--- src/rtl/otter_hazard_pkg.sv ---
// Shared types and constants for the OTTER pipeline hazard controller.
package otter_hazard_pkg;

  typedef enum logic [1:0] {
    RUN     = 2'b00,
    MEMWAIT = 2'b01,
    ERROR   = 2'b10
  } hz_state_t;

  typedef enum logic [1:0] {
    FWD_RF  = 2'b00,
    FWD_MEM = 2'b01,
    FWD_WB  = 2'b10
  } fwd_sel_t;

  // Encoding the pipeline registers load when nulled (addi x0, x0, 0).
  localparam logic [31:0] NOP_INSTR = 32'h00000013;

endpackage

--- src/rtl/otter_fwd_unit.sv ---
// EX-stage operand forwarding select for both ALU operands; purely combinational.
module otter_fwd_unit
  import otter_hazard_pkg::*;
(
  input  logic [4:0] ex_rs1,
  input  logic [4:0] ex_rs2,
  input  logic [4:0] mem_rd,
  input  logic       mem_regwr,
  input  logic [4:0] wb_rd,
  input  logic       wb_regwr,
  output fwd_sel_t   fwd_a,
  output fwd_sel_t   fwd_b
);

  // MEM is the younger producer, so it wins over WB; x0 is never forwarded.
  function automatic fwd_sel_t pick(input logic [4:0] rs);
    if (mem_regwr && (mem_rd != 5'd0) && (mem_rd == rs))
      return FWD_MEM;
    else if (wb_regwr && (wb_rd != 5'd0) && (wb_rd == rs))
      return FWD_WB;
    else
      return FWD_RF;
  endfunction

  assign fwd_a = pick(ex_rs1);
  assign fwd_b = pick(ex_rs2);

endmodule

--- src/rtl/otter_hazard_ctrl.sv ---
// OTTER pipeline hazard controller: load-use stalls, branch flushes, memory-wait
// freeze with watchdog, forwarding selects and performance counters.
module otter_hazard_ctrl
  import otter_hazard_pkg::*;
#(
  parameter int TIMEOUT = 64,
  parameter int CNT_W   = 32
) (
  input  logic             clk,
  input  logic             rst_n,
  input  logic [4:0]       id_rs1,
  input  logic [4:0]       id_rs2,
  input  logic             id_use1,
  input  logic             id_use2,
  input  logic [4:0]       ex_rd,
  input  logic             ex_regwr,
  input  logic             ex_isload,
  input  logic [4:0]       ex_rs1,
  input  logic [4:0]       ex_rs2,
  input  logic [4:0]       mem_rd,
  input  logic             mem_regwr,
  input  logic [4:0]       wb_rd,
  input  logic             wb_regwr,
  input  logic             br_taken,
  input  logic             mem_busy,
  output logic             pc_en,
  output logic             ifid_en,
  output logic             ifid_null,
  output logic             idex_en,
  output logic             idex_null,
  output logic             exmem_en,
  output logic             memwb_en,
  output logic [1:0]       fwd_a,
  output logic [1:0]       fwd_b,
  output logic             err,
  output logic [CNT_W-1:0] stall_cnt,
  output logic [CNT_W-1:0] flush_cnt
);

  localparam int WAIT_W = $clog2(TIMEOUT + 1);

  hz_state_t         state_q, state_d;
  logic [WAIT_W-1:0] wait_q, wait_d, wait_nxt;
  logic              err_q;
  logic              load_use, freeze, flush, stall;
  fwd_sel_t          sel_a, sel_b;

  assign load_use = ex_isload && ex_regwr && (ex_rd != 5'd0) &&
                    ((id_use1 && (id_rs1 == ex_rd)) || (id_use2 && (id_rs2 == ex_rd)));

  // NOTE: every signal assigned in this block gets a default first, so no path
  // through the case statement can leave one unassigned and infer a latch.
  always_comb begin
    state_d  = state_q;
    wait_d   = wait_q;
    wait_nxt = '0;
    freeze   = 1'b0;
    flush    = 1'b0;
    stall    = 1'b0;
    case (state_q)
      RUN, MEMWAIT: begin
        if (mem_busy) begin
          freeze   = 1'b1;
          wait_nxt = (state_q == MEMWAIT) ? wait_q + WAIT_W'(1) : WAIT_W'(1);
          if (wait_nxt >= WAIT_W'(TIMEOUT)) begin
            state_d = ERROR;
          end else begin
            state_d = MEMWAIT;
            wait_d  = wait_nxt;
          end
        end else begin
          // Release from MEMWAIT resolves branch/load-use in this same cycle.
          state_d = RUN;
          wait_d  = '0;
          flush   = br_taken;
          stall   = !br_taken && load_use;
        end
      end
      default: freeze = 1'b1;
    endcase
  end

  assign pc_en     = !freeze && !stall;
  assign ifid_en   = !freeze && !stall;
  assign ifid_null = flush;
  assign idex_en   = !freeze;
  assign idex_null = flush || stall;
  assign exmem_en  = !freeze;
  assign memwb_en  = !freeze;
  assign err       = err_q;

  // NOTE: state uses non-blocking assignments so every flop samples the
  // pre-edge values, independent of statement order.
  always_ff @(posedge clk or negedge rst_n) begin
    if (!rst_n) begin
      state_q   <= RUN;
      wait_q    <= '0;
      err_q     <= 1'b0;
      stall_cnt <= '0;
      flush_cnt <= '0;
    end else begin
      state_q <= state_d;
      wait_q  <= wait_d;
      if (state_d == ERROR) err_q <= 1'b1;
      if (stall) stall_cnt <= stall_cnt + CNT_W'(1);
      if (flush) flush_cnt <= flush_cnt + CNT_W'(1);
    end
  end

  otter_fwd_unit u_fwd (
    .ex_rs1    (ex_rs1),
    .ex_rs2    (ex_rs2),
    .mem_rd    (mem_rd),
    .mem_regwr (mem_regwr),
    .wb_rd     (wb_rd),
    .wb_regwr  (wb_regwr),
    .fwd_a     (sel_a),
    .fwd_b     (sel_b)
  );

  assign fwd_a = sel_a;
  assign fwd_b = sel_b;

endmodule

--- config.mk ---
export PLATFORM = sky130hd
export DESIGN_NAME = otter_hazard_ctrl
export DESIGN_NICKNAME = d
export VERILOG_FILES = /design/src/rtl/otter_hazard_pkg.sv /design/src/rtl/otter_fwd_unit.sv /design/src/rtl/otter_hazard_ctrl.sv
export SDC_FILE = /design/constraint.sdc
export NUM_CORES = 1
export LEC_CHECK = 0
export BUFFER_PORTS_ARGS = -buffer_cell sky130_fd_sc_hd__buf_2
export CAP_MARGIN = 20
export CORE_UTILIZATION = 50
export CTS_CLUSTER_DIAMETER = 40
export DETAILED_ROUTE_END_ITERATION = 6
export GPL_TIMING_DRIVEN = 0
export PLACE_DENSITY = 0.86
export SLEW_MARGIN = 10
export SYNTH_ARGS = -nofsm -noshare
export SYNTH_HDL_FRONTEND = slang
export SYNTH_HIERARCHICAL = 1
export SYNTH_SLANG_ARGS = --single-unit
--- constraint.sdc ---
create_clock -name clk -period 2.3 [get_ports clk]
set_input_delay 0.23 -clock clk [delete_from_list [all_inputs] [get_ports clk]]
set_output_delay 0.23 -clock clk [all_outputs]
set_load 0.01 [all_outputs]
==> flow_metrics.py, run 1 <==
metrics = {
    "logic_synthesis": {
        "synth_nets": 418,
        "synth.distinct_cells": 45,
        "yosysSeqAreaShare_pct": 47.07,
        "yosysMostFrequentCell": "dfrtp_1",
        "synthTopCellsByArea": "dfrtp_1 (47%), xor2_1 (11%), xnor2_1 (9.6%)",
        "yosysWarnings": 6,
        "synth_top_area_cell": "dfrtp_1",
        "ys_ff_latch": 74,
        "ys.flop_type": "dfrtp_1",
        "synthCells": 370,
        "synth.top_cell.area_share_pct": 47.07,
        "synth_edf_count": 0,
        "syn_area_mm2": 0.003934,
        "synth_commonest_cells": "dfrtp_1 (74), xor2_1 (51), xnor2_1 (43)",
        "synth_area_per_cell_um2": 10.63,
        "async_reset_ff_share_pct": 100.0,
    },
    "worst_setup_path": {
        "crit_type": "register to primary output",
        "crit_path_start": "state_q[1]",
        "end_kind": "primary output",
        "path_max_fanout": 5,
        "worst-endpoint-arrival_ps": 1990,
        "path_buf_inv": 2,
        "start_kind": "register",
        "max_stage_delay_ps": 450,
        "crit_chain": "nor4b_4 -> o211ai_4 -> or2_4 -> and2_1 -> buf_4 -> buf_2",
        "cp_top_family": "simple AND/OR/NAND/NOR gates",
        "crit_required_ps": 2070,
        "reg2reg_from": "state_q[1]",
        "cpMaxStageDelayCell": "dfrtp_2",
    },
    "sta": {
        "max_freq_ghz": 0.4514,
        "min_period_ps": 2215,
        "slew_headroom_pct": 58.49,
        "tns_ps": 0,
        "min_period_over_period_pct": 96.31,
        "clock_skew_ps": 14.49,
        "drv_slew": 0,
        "setup_viol": 0,
        "tightest_slew_ps": 622.7,
        "hold_viol": 0,
    },
    "grt": {
        "grt_pass1_vias": 3415,
        "grt_usage_pct": 24.40,
        "grt_pass1_wl_um": 16030,
        "grt_max_degree": 59,
        "gr-total-overflow": 0,
        "antenna_found_initial": 0,
    },
    "flow_run": {
        "maxCapViolations": 0,
    },
    "detailed_routing": {
        "drt_iter0_markers": 155,
        "vias": 3447,
        "drc": 0,
        "avgViaCountPerCell": 5.651,
        "drtAntennaViolNets": 0,
        "routed_wl_um": 9766,
        "first_pass_iters": 4,
        "wl_per_cell_um": 16.01,
    },
    "die": {
        "dieArea_mm2": 0.008226,
        "start_util_pct": 52.82,
        "rows": 31,
        "die_h_um": 90.70,
        "core_area_mm2": 0.007447,
        "die_w_um": 90.70,
        "io_pins": 121,
    },
    "clock_tree": {
        "cts_root_buf": "clkbuf_8",
        "clock-sinks": 74,
        "clockBufferDepth": 2,
        "ctsHtreeMaxLevel": 3,
        "numCtsBuffers": 9,
        "cts.clk_slew.worst_paths_ps": 70,
        "clk-insertion-delay-late_ps": 350,
        "cts_tree": "yes",
    },
    "finish": {
        "fillers": 583,
        "n_antenna_cell": 0,
        "fin_nets": 555,
        "regArea_mm2": 0.001853,
        "multi_input_area_mm2": 0.002069,
        "drive_gt1_share_pct": 31.90,
        "instances_no_fill": 610,
        "area_growth_pct": 27.23,
    },
    "place": {
        "dp.final_hpwl_um": 7363,
        "dpl.cell_count": 590,
        "numPortBuffers": 120,
        "gp_congestion": 0.8577,
    },
    "min_path": {
        "min_path_type": "primary input to register",
        "min_from": "mem_busy",
    },
    "power": {
        "ir_drop_mv": 0.2433,
        "p_per_area_mw_per_mm2": 593.4,
        "power_leakage_nw": 2.688,
    },
    "outcome": {
        "status": "complete, no violations",
    },
}
## cell type report
cell class	instances	share of cell area [%]
multi-input combinational	282	41.35
inverter	4	0.3000
tap	99	2.475
clock buffer	10	2.750
timing repair buffer	126	13.40
sequential	74	37.03
buffer	10	1.125
clock inverter	5	1.575
## cells in the final DEF (no fill, tap or decap), types with 3 or more instances in the layout
| master | count |
|---|---|
| and3_1 | 13 |
| and4_1 | 5 |
| buf_2 | 119 |
| buf_4 | 8 |
| clkbuf_1 | 6 |
| clkbuf_8 | 10 |
| dfrtp_1 | 73 |
| ha_1 | 3 |
| inv_1 | 4 |
| nand2_1 | 36 |
| nand3_1 | 18 |
| nand4_1 | 20 |
| nor2_1 | 13 |
| nor3_1 | 8 |
| nor3b_1 | 3 |
| nor4_1 | 17 |
| nor4_4 | 3 |
| nor4b_1 | 6 |
| or4_1 | 4 |
| xnor2_1 | 43 |
| xor2_1 | 51 |
## path summary, 6_finish.rpt
check | endpoint | slack (ps) | cells after the start
worst max-delay path | pc_en | 80 | 6
worst min register to register | stall_cnt[31] | 470 | 1
worst max register to register | stall_cnt[29] | 120 | 6
max in group asynchronous | state_q[1] | 1410 | 3
min in group asynchronous | stall_cnt[23] | 300 | 2
worst min-delay path | state_q[0] | 260 | 3
## layer usage
layer,track usage [%],wire length [um],vias up
li1,-,-,1599
met1,29.95,4157,1695
met2,42.42,4963,140
met3,3.620,469,13
met4,10.62,176,0
met5,0,0,-
## kinds of logic after synthesis
family | Yosys count | synth area share (%)
buffers and inverters | 14 | 1.813
adders and majority gates | 3 | 0.9543
xor gates and xnor gates | 94 | 20.93
and+or+nand+nor | 164 | 24.55
DFF | 74 | 47.07
AOI/OAI and AO/OA | 19 | 4.103
muxes | 2 | 0.5725
## power by group
group	total, mW	internal (mW)	switching, mW
combinational	0.426	0.189	0.237
sequential	1.44	1.36	0.0769
clock	1.11	0.633	0.474
total	2.97	2.18	0.788
## tightest hold or removal path: stages
cell	delay, ps
buf_2	150
o21ai_0	90
o21ai_0	80
## repair_timing
| action | CTS | global route |
|---|---|---|
| setup buffers | 0 | 4 |
| hold buffers | 1 | 0 |
| hold endpoints to repair | 16 | 0 |
| pin swaps | 2 | 2 |
| resized for setup | 3 | 8 |
| setup endpoints to repair | 12 | 21 |
## sequential cells by signal, indices dropped and copies added (netlist names)
signal / cells
flush_cnt: 32
wait_q: 7
err: 1
stall_cnt: 32
state_q: 2
## stage by stage
step	instance area [um2]	util (%)	power, mW	setup slack (ps)	hold slack (ps)
after floorplan	3934	-	1.662	241.4	-65.59
after global routing	5005	67.20	3.091	-7.828	282.4
final	5005	67.20	2.970	84.84	259.6
after global placement	4658	62.55	1.850	9.169	438.4
after CTS	4925	66.13	2.970	25.57	244.7
after detailed placement	4688	62.95	1.876	-68.63	121.2
(Power assumes the default switching activity.)
==> run 2: changes to the inputs <==
--- a/config.mk
+++ b/config.mk
@@ -5,13 +5,15 @@
 export SDC_FILE = /design/constraint.sdc
 export NUM_CORES = 1
 export LEC_CHECK = 0
-export BUFFER_PORTS_ARGS = -buffer_cell sky130_fd_sc_hd__buf_2
 export CAP_MARGIN = 20
+export CORE_MARGIN = 3
 export CORE_UTILIZATION = 50
 export CTS_CLUSTER_DIAMETER = 40
 export DETAILED_ROUTE_END_ITERATION = 6
+export DONT_BUFFER_PORTS = 1
 export GPL_TIMING_DRIVEN = 0
-export PLACE_DENSITY = 0.86
+export PLACE_DENSITY = 0.73
+export REMOVE_ABC_BUFFERS = 1
 export SLEW_MARGIN = 10
 export SYNTH_ARGS = -nofsm -noshare
 export SYNTH_HDL_FRONTEND = slang
==> run 2 against run 1 <==
Worst setup slack better by 27 ps. Clock-buffer cell count down 1. Largest cell class unchanged. Combinational power decreased by 41%. Maximum frequency is 1.2% higher. Routed wire length is 12% lower. Sequential power is 3% higher. Clock power down 11%. Final cell count down 21%. Power fell by 8.4%.
==> flow_metrics.py, run 2 (synthesized netlist as in run 1, its figures left out) <==
metrics = {
    "outcome": {
        "status": "complete, no violations",
    },
    "power": {
        "internal_power_mw": 1.977,
        "power_leakage_nw": 2.046,
        "p_clk_share_pct": 36.5,
        "p_per_area_mw_per_mm2": 629.4,
        "switching_power_uw": 743.9,
        "combPwrFrac_pct": 9.2,
        "seqPwrFrac_pct": 54.4,
        "ir_drop_mv": 0.2557,
        "sw_frac_of_total_pct": 27.34,
        "total_power_mw": 2.721,
    },
    "worst_setup_path": {
        "max_stage_delay_ps": 520,
        "end_kind": "primary output",
        "crit_required_ps": 2070,
        "path_buf_inv": 0,
        "crit_chain": "nor4b_4 -> o211ai_4 -> or2_2 -> and2_1",
        "path_depth": 4,
        "cp_top_family": "simple AND/OR/NAND/NOR gates",
        "path_max_fanout": 16,
        "crit_type": "register to primary output",
        "cpMaxStageDelayCell": "dfrtp_2",
        "worst-r2r-cell-count": 5,
        "start_kind": "register",
        "worst-endpoint-arrival_ps": 1960,
    },
    "sta": {
        "rsz0062_at_grt": "yes",
        "setup_ws_ps": 111.7,
        "tightest_slew_ps": 803.0,
        "tns_ps": 0,
        "clock_skew_ps": 12.38,
        "setup_viol": 0,
        "min_period_ps": 2188,
        "slew_headroom_pct": 46.47,
        "drv_slew": 0,
        "min_period_over_period_pct": 95.14,
        "hold_viol": 0,
        "max_freq_ghz": 0.4570,
    },
    "detailed_routing": {
        "avgViaCountPerCell": 5.967,
        "drtAntennaViolNets": 0,
        "first_pass_iters": 4,
        "drc": 0,
        "routed_wl_um": 8564,
        "drt_iter0_markers": 79,
        "vias": 2858,
        "wl_per_cell_um": 17.88,
    },
    "die": {
        "core_area_mm2": 0.007447,
        "rows": 31,
        "die_h_um": 94.70,
        "die_w_um": 94.70,
        "io_pins": 121,
        "dieArea_mm2": 0.008968,
        "start_util_pct": 52.82,
    },
    "clock_tree": {
        "clk-insertion-delay-late_ps": 350,
        "cts.clk_slew.worst_paths_ps": 80,
        "cts_tree": "yes",
        "clockBufferDepth": 2,
        "numCtsBuffers": 9,
        "ctsHtreeMaxLevel": 3,
        "cts_root_buf": "clkbuf_8",
        "clock-sinks": 74,
    },
    "finish": {
        "n_antenna_cell": 0,
        "fin_nets": 423,
        "layout_commonest_cell": "dfrtp_1",
        "area_growth_pct": 9.892,
        "fillers": 654,
        "regArea_mm2": 0.001857,
        "reg.largest.list": "flush_cnt x32, stall_cnt x32, wait_q x7",
        "instances_no_fill": 479,
        "post-route-util_pct": 58.05,
        "drive_gt1_share_pct": 11.58,
        "multi_input_area_mm2": 0.002077,
        "mostFrequentLayoutCells": "dfrtp_1 (70), xor2_1 (51), xnor2_1 (43)",
    },
    "min_path": {
        "min_path_type": "primary input to register",
        "hold_path_depth": 2,
    },
    "flow_run": {
        "maxCapViolations": 0,
    },
    "place": {
        "numPortBuffers": 0,
        "dp.final_hpwl_um": 6160,
        "dp_slack_ps": -386.0,
        "gp_congestion": 0.8207,
        "dpl.cell_count": 460,
    },
    "grt": {
        "antenna_found_initial": 0,
        "grt_usage_pct": 19.55,
        "grt_pass1_wl_um": 13830,
        "grt_max_degree": 75,
        "grt_pass1_vias": 2936,
        "gr-total-overflow": 0,
    },
}
==> run 2: cell count changes in the layout (fill, tap and decap cells not counted), moves of 2 or more <==
cell / delta
buf_2: -119
buf_4: -7
clkbuf_1: -6
dfrtp_1: -3
dfrtp_2: +3
nor4b_1: -2
nor4b_2: +2
==> run 2: layout make-up <==
class | instances | area share, %
multi-input combinational | 282 | 48.05
tap | 99 | 2.865
sequential | 74 | 42.95
timing repair buffer | 4 | 1.302
clock inverter | 7 | 1.621
inverter | 4 | 0.3473
clock buffer | 9 | 2.865
==> run 2: through the flow <==
step / hold WS, ps / instance area [um2]
after global placement: -63.59 / 4001
after CTS: 25.34 / 4282
after floorplan: -65.59 / 3877
final: 39.96 / 4323
after global routing: 47.18 / 4323
after detailed placement: -63.89 / 4020
==> run 2: power by group through the flow <==
stage          Sequential (mW)  Combinational, mW  Clock [mW]
2_1_floorplan             1.48              0.180           0
3_3_place_gp              1.50              0.203           0
3_5_place_dp              1.51              0.214           0
4_1_cts                   1.48              0.250        1.01
5_1_grt                   1.49              0.285        1.07
6_report                  1.48              0.250       0.992
==> run 2: metal layers <==
metal	track usage (%)	wire (um)
met1	23.05	3529
met2	32.71	4198
met3	8.367	758
met4	5.168	77
met5	0	0
==> run 2: timing repair <==
| item | in CTS | in global routing |
|---|---|---|
| pin swaps | 1 | 1 |
| gates cloned | 0 | 0 |
| endpoints found under the hold margin | 74 | 0 |
| setup endpoints to repair | 29 | 17 |
| buffers inserted | 1 | 0 |
| hold buffers | 2 | 0 |
| resized for setup | 5 | 9 |
==> run 2: final timing paths <==
check                                   from            end  slack [ps]
worst max-delay path              state_q[1]        ifid_en         110
worst min-delay path                mem_busy     state_q[0]          40
worst max register to register  stall_cnt[4]  stall_cnt[31]         150
worst min register to register           err            err         540
max in group asynchronous              rst_n   stall_cnt[0]        1550
min in group asynchronous              rst_n  stall_cnt[26]         430
==> run 2: worst reg2reg max path: cells and delay by family (launching register included) <==
kind,cells,cell delay (ps)
DFF,1,480
xor gates and xnor gates,1,180
and+or+nand+nor,4,1420
